<file path="src/rtl/regfile_sb_pkg.sv">
// rf_pkg: shared constants and types for the regfile_sb register file.
//   XLEN      default data width
//   NREGS/AW  default register count and matching index width
//   REG_ZERO  hard-wired zero register index
//   REG_T0    register loaded by the trigger port
//   REG_A0    register mirrored on the a0 debug output
package rf_pkg;
  localparam int XLEN     = 32;
  localparam int NREGS    = 32;
  localparam int AW       = $clog2(NREGS);
  localparam int PEND_MAX = 3;
  localparam int REG_ZERO = 0;
  localparam int REG_T0   = 5;
  localparam int REG_A0   = 10;

  typedef logic [AW-1:0] reg_idx_t;
endpackage

</file>
<file path="src/rtl/regfile_sb_if.sv">
// regfile_sb_if: bundle of read, writeback, issue, trigger and debug signals.
//   master : pipeline side (drives addresses, writeback, issue, trigger)
//   slave  : register file side (returns read data, busy, iss_ready, trig_lost, a0)
interface regfile_sb_if import rf_pkg::*; #(
  parameter int DATA_W = XLEN,
  parameter int ADDR_W = AW,
  parameter int N_RD   = 2
) ();
  logic [N_RD-1:0][ADDR_W-1:0] rd_addr;
  logic [N_RD-1:0][DATA_W-1:0] rd_data;
  logic [N_RD-1:0]             rd_busy;
  logic                        wr_en;
  logic [ADDR_W-1:0]           wr_addr;
  logic [DATA_W-1:0]           wr_data;
  logic                        iss_en;
  logic [ADDR_W-1:0]           iss_rd;
  logic                        iss_ready;
  logic                        trig_we;
  logic [DATA_W-1:0]           trig_data;
  logic                        trig_lost;
  logic [DATA_W-1:0]           a0;

  modport master (
    output rd_addr, wr_en, wr_addr, wr_data, iss_en, iss_rd, trig_we, trig_data,
    input  rd_data, rd_busy, iss_ready, trig_lost, a0
  );

  modport slave (
    input  rd_addr, wr_en, wr_addr, wr_data, iss_en, iss_rd, trig_we, trig_data,
    output rd_data, rd_busy, iss_ready, trig_lost, a0
  );
endinterface

</file>
<file path="src/rtl/regfile_sb_scoreboard.sv">
// rf_scoreboard: per-register pending-write counters for hazard detection.
//   clk, rst_n         clock, async active-low reset
//   iss_en, iss_rd     issue request and its destination register
//   iss_ready          issue accepted (destination counter not saturated)
//   wr_en, wr_addr     writeback retiring one pending write
//   rd_addr, rd_busy   per read port: source still waiting on a producer
module rf_scoreboard
  import rf_pkg::REG_ZERO;
#(
  parameter int NREGS    = 32,
  parameter int NREAD    = 2,
  parameter int PEND_MAX = 3,
  parameter int AW       = $clog2(NREGS)
) (
  input  logic                      clk,
  input  logic                      rst_n,
  input  logic                      iss_en,
  input  logic [AW-1:0]             iss_rd,
  output logic                      iss_ready,
  input  logic                      wr_en,
  input  logic [AW-1:0]             wr_addr,
  input  logic [NREAD-1:0][AW-1:0]  rd_addr,
  output logic [NREAD-1:0]          rd_busy
);
  localparam int CW = $clog2(PEND_MAX + 1);
  localparam logic [AW-1:0] ZERO_IDX = AW'(REG_ZERO);
  localparam logic [CW-1:0] CNT_MAX  = CW'(PEND_MAX);

  logic [CW-1:0] cnt [NREGS];
  logic          iss_fire;

  // Readiness looks only at the stored count; a same-cycle writeback does not free a slot.
  assign iss_ready = (iss_rd == ZERO_IDX) || (cnt[iss_rd] < CNT_MAX);
  assign iss_fire  = iss_en && iss_ready;

  always_ff @(posedge clk or negedge rst_n) begin
    if (!rst_n) begin
      for (int r = 0; r < NREGS; r++) cnt[r] <= '0;
    end else begin
      for (int r = 1; r < NREGS; r++) begin
        // Simultaneous issue and writeback cancel; writeback at zero saturates at zero.
        if (iss_fire && iss_rd == AW'(r) && !(wr_en && wr_addr == AW'(r)))
          cnt[r] <= cnt[r] + 1'b1;
        else if (wr_en && wr_addr == AW'(r) && !(iss_fire && iss_rd == AW'(r))
                 && cnt[r] != '0)
          cnt[r] <= cnt[r] - 1'b1;
      end
    end
  end

  // A writeback arriving this cycle covers one pending write, so only a count above
  // that is a real stall; the final producer is forwarded by the bypass path.
  always_comb begin
    for (int i = 0; i < NREAD; i++) begin
      rd_busy[i] = 1'b0;
      if (rd_addr[i] != ZERO_IDX) begin
        if (wr_en && wr_addr == rd_addr[i])
          rd_busy[i] = cnt[rd_addr[i]] > CW'(1);
        else
          rd_busy[i] = cnt[rd_addr[i]] != '0;
      end
    end
  end
endmodule

</file>
<file path="src/rtl/regfile_sb.sv">
// regfile_sb: RV32I integer register file with write->read bypass, pending-write
// scoreboard, trigger load port and registered debug mirror.
//   clk, rst_n   clock, async active-low reset
//   bus (slave)  read ports, writeback, issue handshake, trigger, trig_lost, a0
module regfile_sb
  import rf_pkg::REG_ZERO, rf_pkg::REG_T0, rf_pkg::REG_A0;
#(
  parameter int XLEN     = 32,
  parameter int NREGS    = 32,
  parameter int NREAD    = 2,
  parameter int PEND_MAX = 3,
  parameter int TRIG_REG = REG_T0,
  parameter int DBG_REG  = REG_A0
) (
  input  logic        clk,
  input  logic        rst_n,
  regfile_sb_if.slave bus
);
  localparam int AW = $clog2(NREGS);
  localparam logic [AW-1:0] ZERO_IDX = AW'(REG_ZERO);
  localparam logic [AW-1:0] TRIG_IDX = AW'(TRIG_REG);

  logic [XLEN-1:0]            regs [NREGS];
  logic [NREAD-1:0][XLEN-1:0] rd_data_c;
  logic [XLEN-1:0]            a0_q;
  logic                       trig_lost_q;
  logic                       wb_we;
  logic                       trig_hit;
  logic                       trig_win;

  assign wb_we    = bus.wr_en && bus.wr_addr != ZERO_IDX;
  assign trig_hit = bus.wr_en && bus.wr_addr == TRIG_IDX;
  // Writeback always has priority over the trigger when both target the same register.
  assign trig_win = bus.trig_we && !trig_hit;

  always_ff @(posedge clk or negedge rst_n) begin
    if (!rst_n) begin
      for (int r = 0; r < NREGS; r++) regs[r] <= '0;
      a0_q        <= '0;
      trig_lost_q <= 1'b0;
    end else begin
      if (wb_we)    regs[bus.wr_addr] <= bus.wr_data;
      if (trig_win) regs[TRIG_REG]    <= bus.trig_data;
      trig_lost_q <= bus.trig_we && trig_hit;
      a0_q        <= regs[DBG_REG];
    end
  end

  always_comb begin
    for (int i = 0; i < NREAD; i++) begin
      rd_data_c[i] = regs[bus.rd_addr[i]];
      if (bus.rd_addr[i] == ZERO_IDX)
        rd_data_c[i] = '0;
      else if (bus.wr_en && bus.wr_addr == bus.rd_addr[i])
        rd_data_c[i] = bus.wr_data;
      else if (trig_win && bus.rd_addr[i] == TRIG_IDX)
        rd_data_c[i] = bus.trig_data;
    end
  end

  assign bus.rd_data   = rd_data_c;
  assign bus.a0        = a0_q;
  assign bus.trig_lost = trig_lost_q;

  rf_scoreboard #(
    .NREGS    (NREGS),
    .NREAD    (NREAD),
    .PEND_MAX (PEND_MAX),
    .AW       (AW)
  ) u_sb (
    .clk       (clk),
    .rst_n     (rst_n),
    .iss_en    (bus.iss_en),
    .iss_rd    (bus.iss_rd),
    .iss_ready (bus.iss_ready),
    .wr_en     (bus.wr_en),
    .wr_addr   (bus.wr_addr),
    .rd_addr   (bus.rd_addr),
    .rd_busy   (bus.rd_busy)
  );
endmodule

</file>
<file path="src/flat_wrapper.sv">
// flat-port wrapper written by rule: the top's interface ports become plain ports
module regfile_sb_flat import rf_pkg::REG_ZERO, rf_pkg::REG_T0, rf_pkg::REG_A0;
#(
  parameter int XLEN     = 32,
  parameter int NREGS    = 32,
  parameter int NREAD    = 2,
  parameter int PEND_MAX = 3,
  parameter int TRIG_REG = REG_T0,
  parameter int DBG_REG  = REG_A0
)
  (clk, rst_n, bus_rd_addr, bus_wr_en, bus_wr_addr, bus_wr_data, bus_iss_en, bus_iss_rd, bus_trig_we, bus_trig_data, bus_rd_data, bus_rd_busy, bus_iss_ready, bus_trig_lost, bus_a0);
  regfile_sb_if #(.DATA_W(32), .ADDR_W(5), .N_RD(2)) bus_i ();
  input  logic clk;
  input  logic rst_n;
  input wire logic [$bits(bus_i.rd_addr)-1:0] bus_rd_addr;
  input wire logic [$bits(bus_i.wr_en)-1:0] bus_wr_en;
  input wire logic [$bits(bus_i.wr_addr)-1:0] bus_wr_addr;
  input wire logic [$bits(bus_i.wr_data)-1:0] bus_wr_data;
  input wire logic [$bits(bus_i.iss_en)-1:0] bus_iss_en;
  input wire logic [$bits(bus_i.iss_rd)-1:0] bus_iss_rd;
  input wire logic [$bits(bus_i.trig_we)-1:0] bus_trig_we;
  input wire logic [$bits(bus_i.trig_data)-1:0] bus_trig_data;
  output wire logic [$bits(bus_i.rd_data)-1:0] bus_rd_data;
  output wire logic [$bits(bus_i.rd_busy)-1:0] bus_rd_busy;
  output wire logic [$bits(bus_i.iss_ready)-1:0] bus_iss_ready;
  output wire logic [$bits(bus_i.trig_lost)-1:0] bus_trig_lost;
  output wire logic [$bits(bus_i.a0)-1:0] bus_a0;
  assign bus_i.rd_addr = bus_rd_addr;
  assign bus_i.wr_en = bus_wr_en;
  assign bus_i.wr_addr = bus_wr_addr;
  assign bus_i.wr_data = bus_wr_data;
  assign bus_i.iss_en = bus_iss_en;
  assign bus_i.iss_rd = bus_iss_rd;
  assign bus_i.trig_we = bus_trig_we;
  assign bus_i.trig_data = bus_trig_data;
  assign bus_rd_data = bus_i.rd_data;
  assign bus_rd_busy = bus_i.rd_busy;
  assign bus_iss_ready = bus_i.iss_ready;
  assign bus_trig_lost = bus_i.trig_lost;
  assign bus_a0 = bus_i.a0;
  regfile_sb #(.XLEN(XLEN), .NREGS(NREGS), .NREAD(NREAD), .PEND_MAX(PEND_MAX), .TRIG_REG(TRIG_REG), .DBG_REG(DBG_REG)) u_core (.clk(clk), .rst_n(rst_n), .bus(bus_i));
endmodule
</file>
<file path="config.mk">
export PLATFORM = sky130hd
export DESIGN_NAME = regfile_sb_flat
export DESIGN_NICKNAME = d
export VERILOG_FILES = /design/src/rtl/regfile_sb_pkg.sv /design/src/rtl/regfile_sb_if.sv /design/src/rtl/regfile_sb_scoreboard.sv /design/src/rtl/regfile_sb.sv /design/src/flat_wrapper.sv
export SDC_FILE = /design/constraint.sdc
export NUM_CORES = 2
export LEC_CHECK = 0
export ABC_CLOCK_PERIOD_IN_PS = 3600
export BUFFER_PORTS_ARGS = -buffer_cell sky130_fd_sc_hd__buf_2
export CAP_MARGIN = 15
export CORE_AREA = 3 3 425 427
export CTS_CLUSTER_SIZE = 30
export DETAILED_ROUTE_END_ITERATION = 16
export DIE_AREA = 0 0 428 430
export HOLD_SLACK_MARGIN = 0.03
export PLACE_DENSITY_LB_ADDON = 0.08
export SETUP_SLACK_MARGIN = 0.15
export SYNTH_ARGS = -nofsm -noshare
export SYNTH_HDL_FRONTEND = slang
export SYNTH_SLANG_ARGS = --single-unit
</file>
<file path="constraint.sdc">
create_clock -name clk -period 3.6 [get_ports clk]
set_input_delay 0.72 -clock clk [delete_from_list [all_inputs] [get_ports clk]]
set_output_delay 0.72 -clock clk [all_outputs]
set_load 0.05 [all_outputs]
</file>
==> reports/results.md <==
• **result of the run** completed
• **number of levels in the clock H-tree** 4
• **Area growth syn-to-layout** 26.4%
• **register-to-register setup slack** 1.05 ns
• **maximum number of pins on one net before global-route repair** 104
• **clock network latency to the later pin of the worst-skew pair** 0.80 ns
• **Area contributors post-synth** dfrtp_1, mux4_2, mux2_2, nand2_1, mux2i_1
• **Clock Root Buffer** clkbuf_16
• **clk_skew** 0.0176 ns
• **Critical Path Max Stage Delay** 0.34 ns
• **number of pins with negative max-slew slack in the final report** 0
• **slew at the pin closest to its max-slew limit** 0.977 ns
• **Post-Synthesis Cell Area** 0.0618 mm2
• **Max Buffers Root-to-Sink** 3
• **post-synthesis sequential area ratio** 45.3%
• **core area** 0.176 mm2
• **ranking of synthesized cells by instance count** dfrtp_1, nand2_1, mux2_2, mux4_2, clkbuf_1
• **Critical-path top delay cell** buf_4
• **number of DRC violations after detailed-routing iteration 0** 3942
• **Setup CP Type** input port to output port
• **number of nets in the layout** 5315
• **CP Data Arrival Time** 2.81 ns
• **top-area cell type share of the netlist area** 45.3%
• **layout cells sized above 1** 48.2%
• **most used standard cell by instance count after synthesis** dfrtp_1
• **library cell occupying the most area in the post-synthesis netlist** dfrtp_1
• **Critical path origin** bus_rd_addr[4]
• **max-cap viol count** 0
• **via count of the first global-routing pass** 45434
• **clock period minus final worst setup slack** 3.53 ns
• **register bit total from synthesis** 1119
• **buffers added on ports** 188
• **worst reg2reg startpoint** u_core.u_sb.cnt[46]
• **clock transition at the register clock pins on the worst setup and hold paths after CTS** 0.05 ns
• **area taken by multi-input logic gates** 0.0332 mm2
• **number of primary I/O pins** 189
• **cell breakdown of the critical path** buf_2, buf_4, inv_1, nor2_4, buf_4, nand2_1, a32oi_2, buf_4, a21oi_4, buf_12
• **total power after layout** 0.0418 W
• **Achievable Freq** 283 MHz
• **total power per unit cell area** 535 mW/mm2
• **routability cong.** 0.822
• **CTS Sinks** 1119
• **Critical Path Source Type** input port
• **worst hold-check path type** input port to flip-flop
• **worst reg2reg path endpoint** u_core.u_sb.cnt[40]
• **global-route usage over all layers** 26.3%
• **total leakage power** 34.4 nW
• **CTS tree** yes
• **Crit path required time** 2.88 ns
• **die outline height** 430 um
• **capturing element type of the critical path** output port
• **syn nets** 4913
• **wire length of the first global-routing pass** 349000 um
• **register area** 0.0280 mm2
• **unrepaired setup endpoints after global routing** true
• **overall overflow remaining after global route** 0
• **Slew Limit Headroom** 34.8%
• **drt drc** 0
• **depth of the worst register-to-register path** 8
• **vias after detailed routing** 44621
• **final setup violation count** 0
• **remaining antenna violation count** 0
• **Setup Total Neg Slack** 0 ns
• **period utilization** 98.0%
• **capturing element of the worst setup path** bus_rd_data[4]
• **maximum fanout along the worst path** 10
• **area enclosed by the die boundary** 0.184 mm2
• **starting utilization of the core area** 35.0%
• **most common cell type on the critical path** buf_4
• **DR WL/cell** 32.1 um
• **number of distinct standard cells referenced by the synthesized netlist** 65
• **vias per std cell** 5.82
• **total number of yosys warnings** 2
• **cell row count** 154
• **drt first pass iters** 6
• **per-instance average area after synthesis** 12.8 um2
• **asr flop ratio synth** 100%
• **Final Hold Vio Count** 0
• **Detailed Place HPWL** 145000 um
• **number of filler cells placed in the layout** 16111
• **number of synthesized flops with an enable pin** 0
• **gate count after technology mapping** 4824
• **Die Span X** 428 um
• **top flip-flop cell by instance count after synthesis** dfrtp_1
• **Max rail drop VDD** 0.000528 V
• **final WL** 246000 um
• **total CTS buffers** 141
• **antenna violations before repair** 7
==> sequential cells by signal, summed over array words and instances, names as in the netlist <==
signal / flops
u_core.bus.a0: 32
u_core.bus.trig_lost: 1
u_core.regs: 1024
u_core.u_sb.cnt: 62
==> per-stage QoR <==
stage	area, um2	util (%)	hold slack (ns)	worst slack, ns	instances
floorplan	62100	-	0.379	0.205	4824
global placement	69300	39.3	0.377	-0.306	7247
detailed placement	69300	39.3	0.382	-0.318	7247
CTS	76800	43.5	0.161	0.0340	7607
global route	78100	44.3	0.204	0.0236	7671
finish	78100	44.3	0.224	0.0722	7673
==> worst min path at each step <==
stage	startpoint	end	slack, ns	depth (start not counted)
after CTS	bus_wr_data[16]	u_core.regs[688]	0.16	2
after global placement	u_core.regs[1003]	u_core.regs[1003]	0.38	0
after detailed placement	u_core.regs[1011]	u_core.regs[1011]	0.38	0
after floorplan	u_core.regs[672]	u_core.bus.a0[0]	0.38	0
final	bus_wr_data[16]	u_core.regs[688]	0.22	2
after global routing	bus_wr_data[16]	u_core.regs[688]	0.20	2
==> placed cells by master, fill, tap and decap left out, types with 43 or more instances in the layout <==
cell | netlist | layout
dfrtp_1 | 1119 | 1096
nand2_1 | 799 | 779
mux2_2 | 745 | 745
mux4_2 | 548 | 549
buf_4 | 0 | 331
mux2i_1 | 291 | 247
buf_12 | 0 | 169
clkbuf_16 | 0 | 157
buf_2 | 124 | 115
a21oi_1 | 191 | 113
o21ai_0 | 101 | 95
nor2_1 | 103 | 87
buf_6 | 1 | 62
a21oi_2 | 0 | 61
buf_16 | 0 | 52
a22oi_1 | 78 | 43
==> critical path, delay by kind of cell <==
family,cells,cell delay [ns]
AO/OA/AOI/OAI,2,0.38
buffers and inverters,6,1.30
AND/OR/NAND/NOR,2,0.37
==> layout make-up <==
cell class | count | area share, %
multi-input combinational | 3192 | 42.5
sequential | 1119 | 35.9
timing repair buffer | 760 | 11.8
clock buffer | 204 | 5.30
tap | 2340 | 3.75
clock inverter | 42 | 0.719
inverter | 12 | 0.0577
antenna | 4 | 0.0128
==> per-layer routing <==
| metal | share of wire [%] | global-route usage (%) | routed length (um) | up-vias |
|---|---|---|---|---|
| met5 | 0 | 0 | 0 | - |
| met4 | 3.1 | 8.48 | 7750 | 0 |
| met3 | 5.0 | 4.22 | 12300 | 325 |
| met2 | 48 | 43.5 | 119000 | 1294 |
| met1 | 43 | 35.4 | 107000 | 24156 |
| li1 | - | - | - | 18846 |
==> logic make-up after synthesis <==
group           synth area share, %
compound gates                 5.22
buf+inv                        3.41
xor+xnor                      0.298
flops                          45.3
mux                            38.4
simple gates                   7.38
==> power by group <==
| group | switching [W] | leakage, nW | total [W] | internal, W |
|---|---|---|---|---|
| registers | 0.00189 | 14.3 | 0.0168 | 0.0150 |
| clock network | 0.00586 | 2.32 | 0.0147 | 0.00882 |
| logic | 0.00462 | 17.8 | 0.0103 | 0.00565 |
==> what timing repair did <==
| item | CTS | global route |
|---|---|---|
| pin swaps | 87 | 94 |
| hold endpoints to repair | 30 | 0 |
| endpoints found under the setup margin | 67 | 64 |
| cloned | 31 | 12 |
| resized for setup | 249 | 139 |
| buffers inserted | 82 | 49 |
| hold buffers | 1 | 0 |
(Power assumes the default switching activity.)
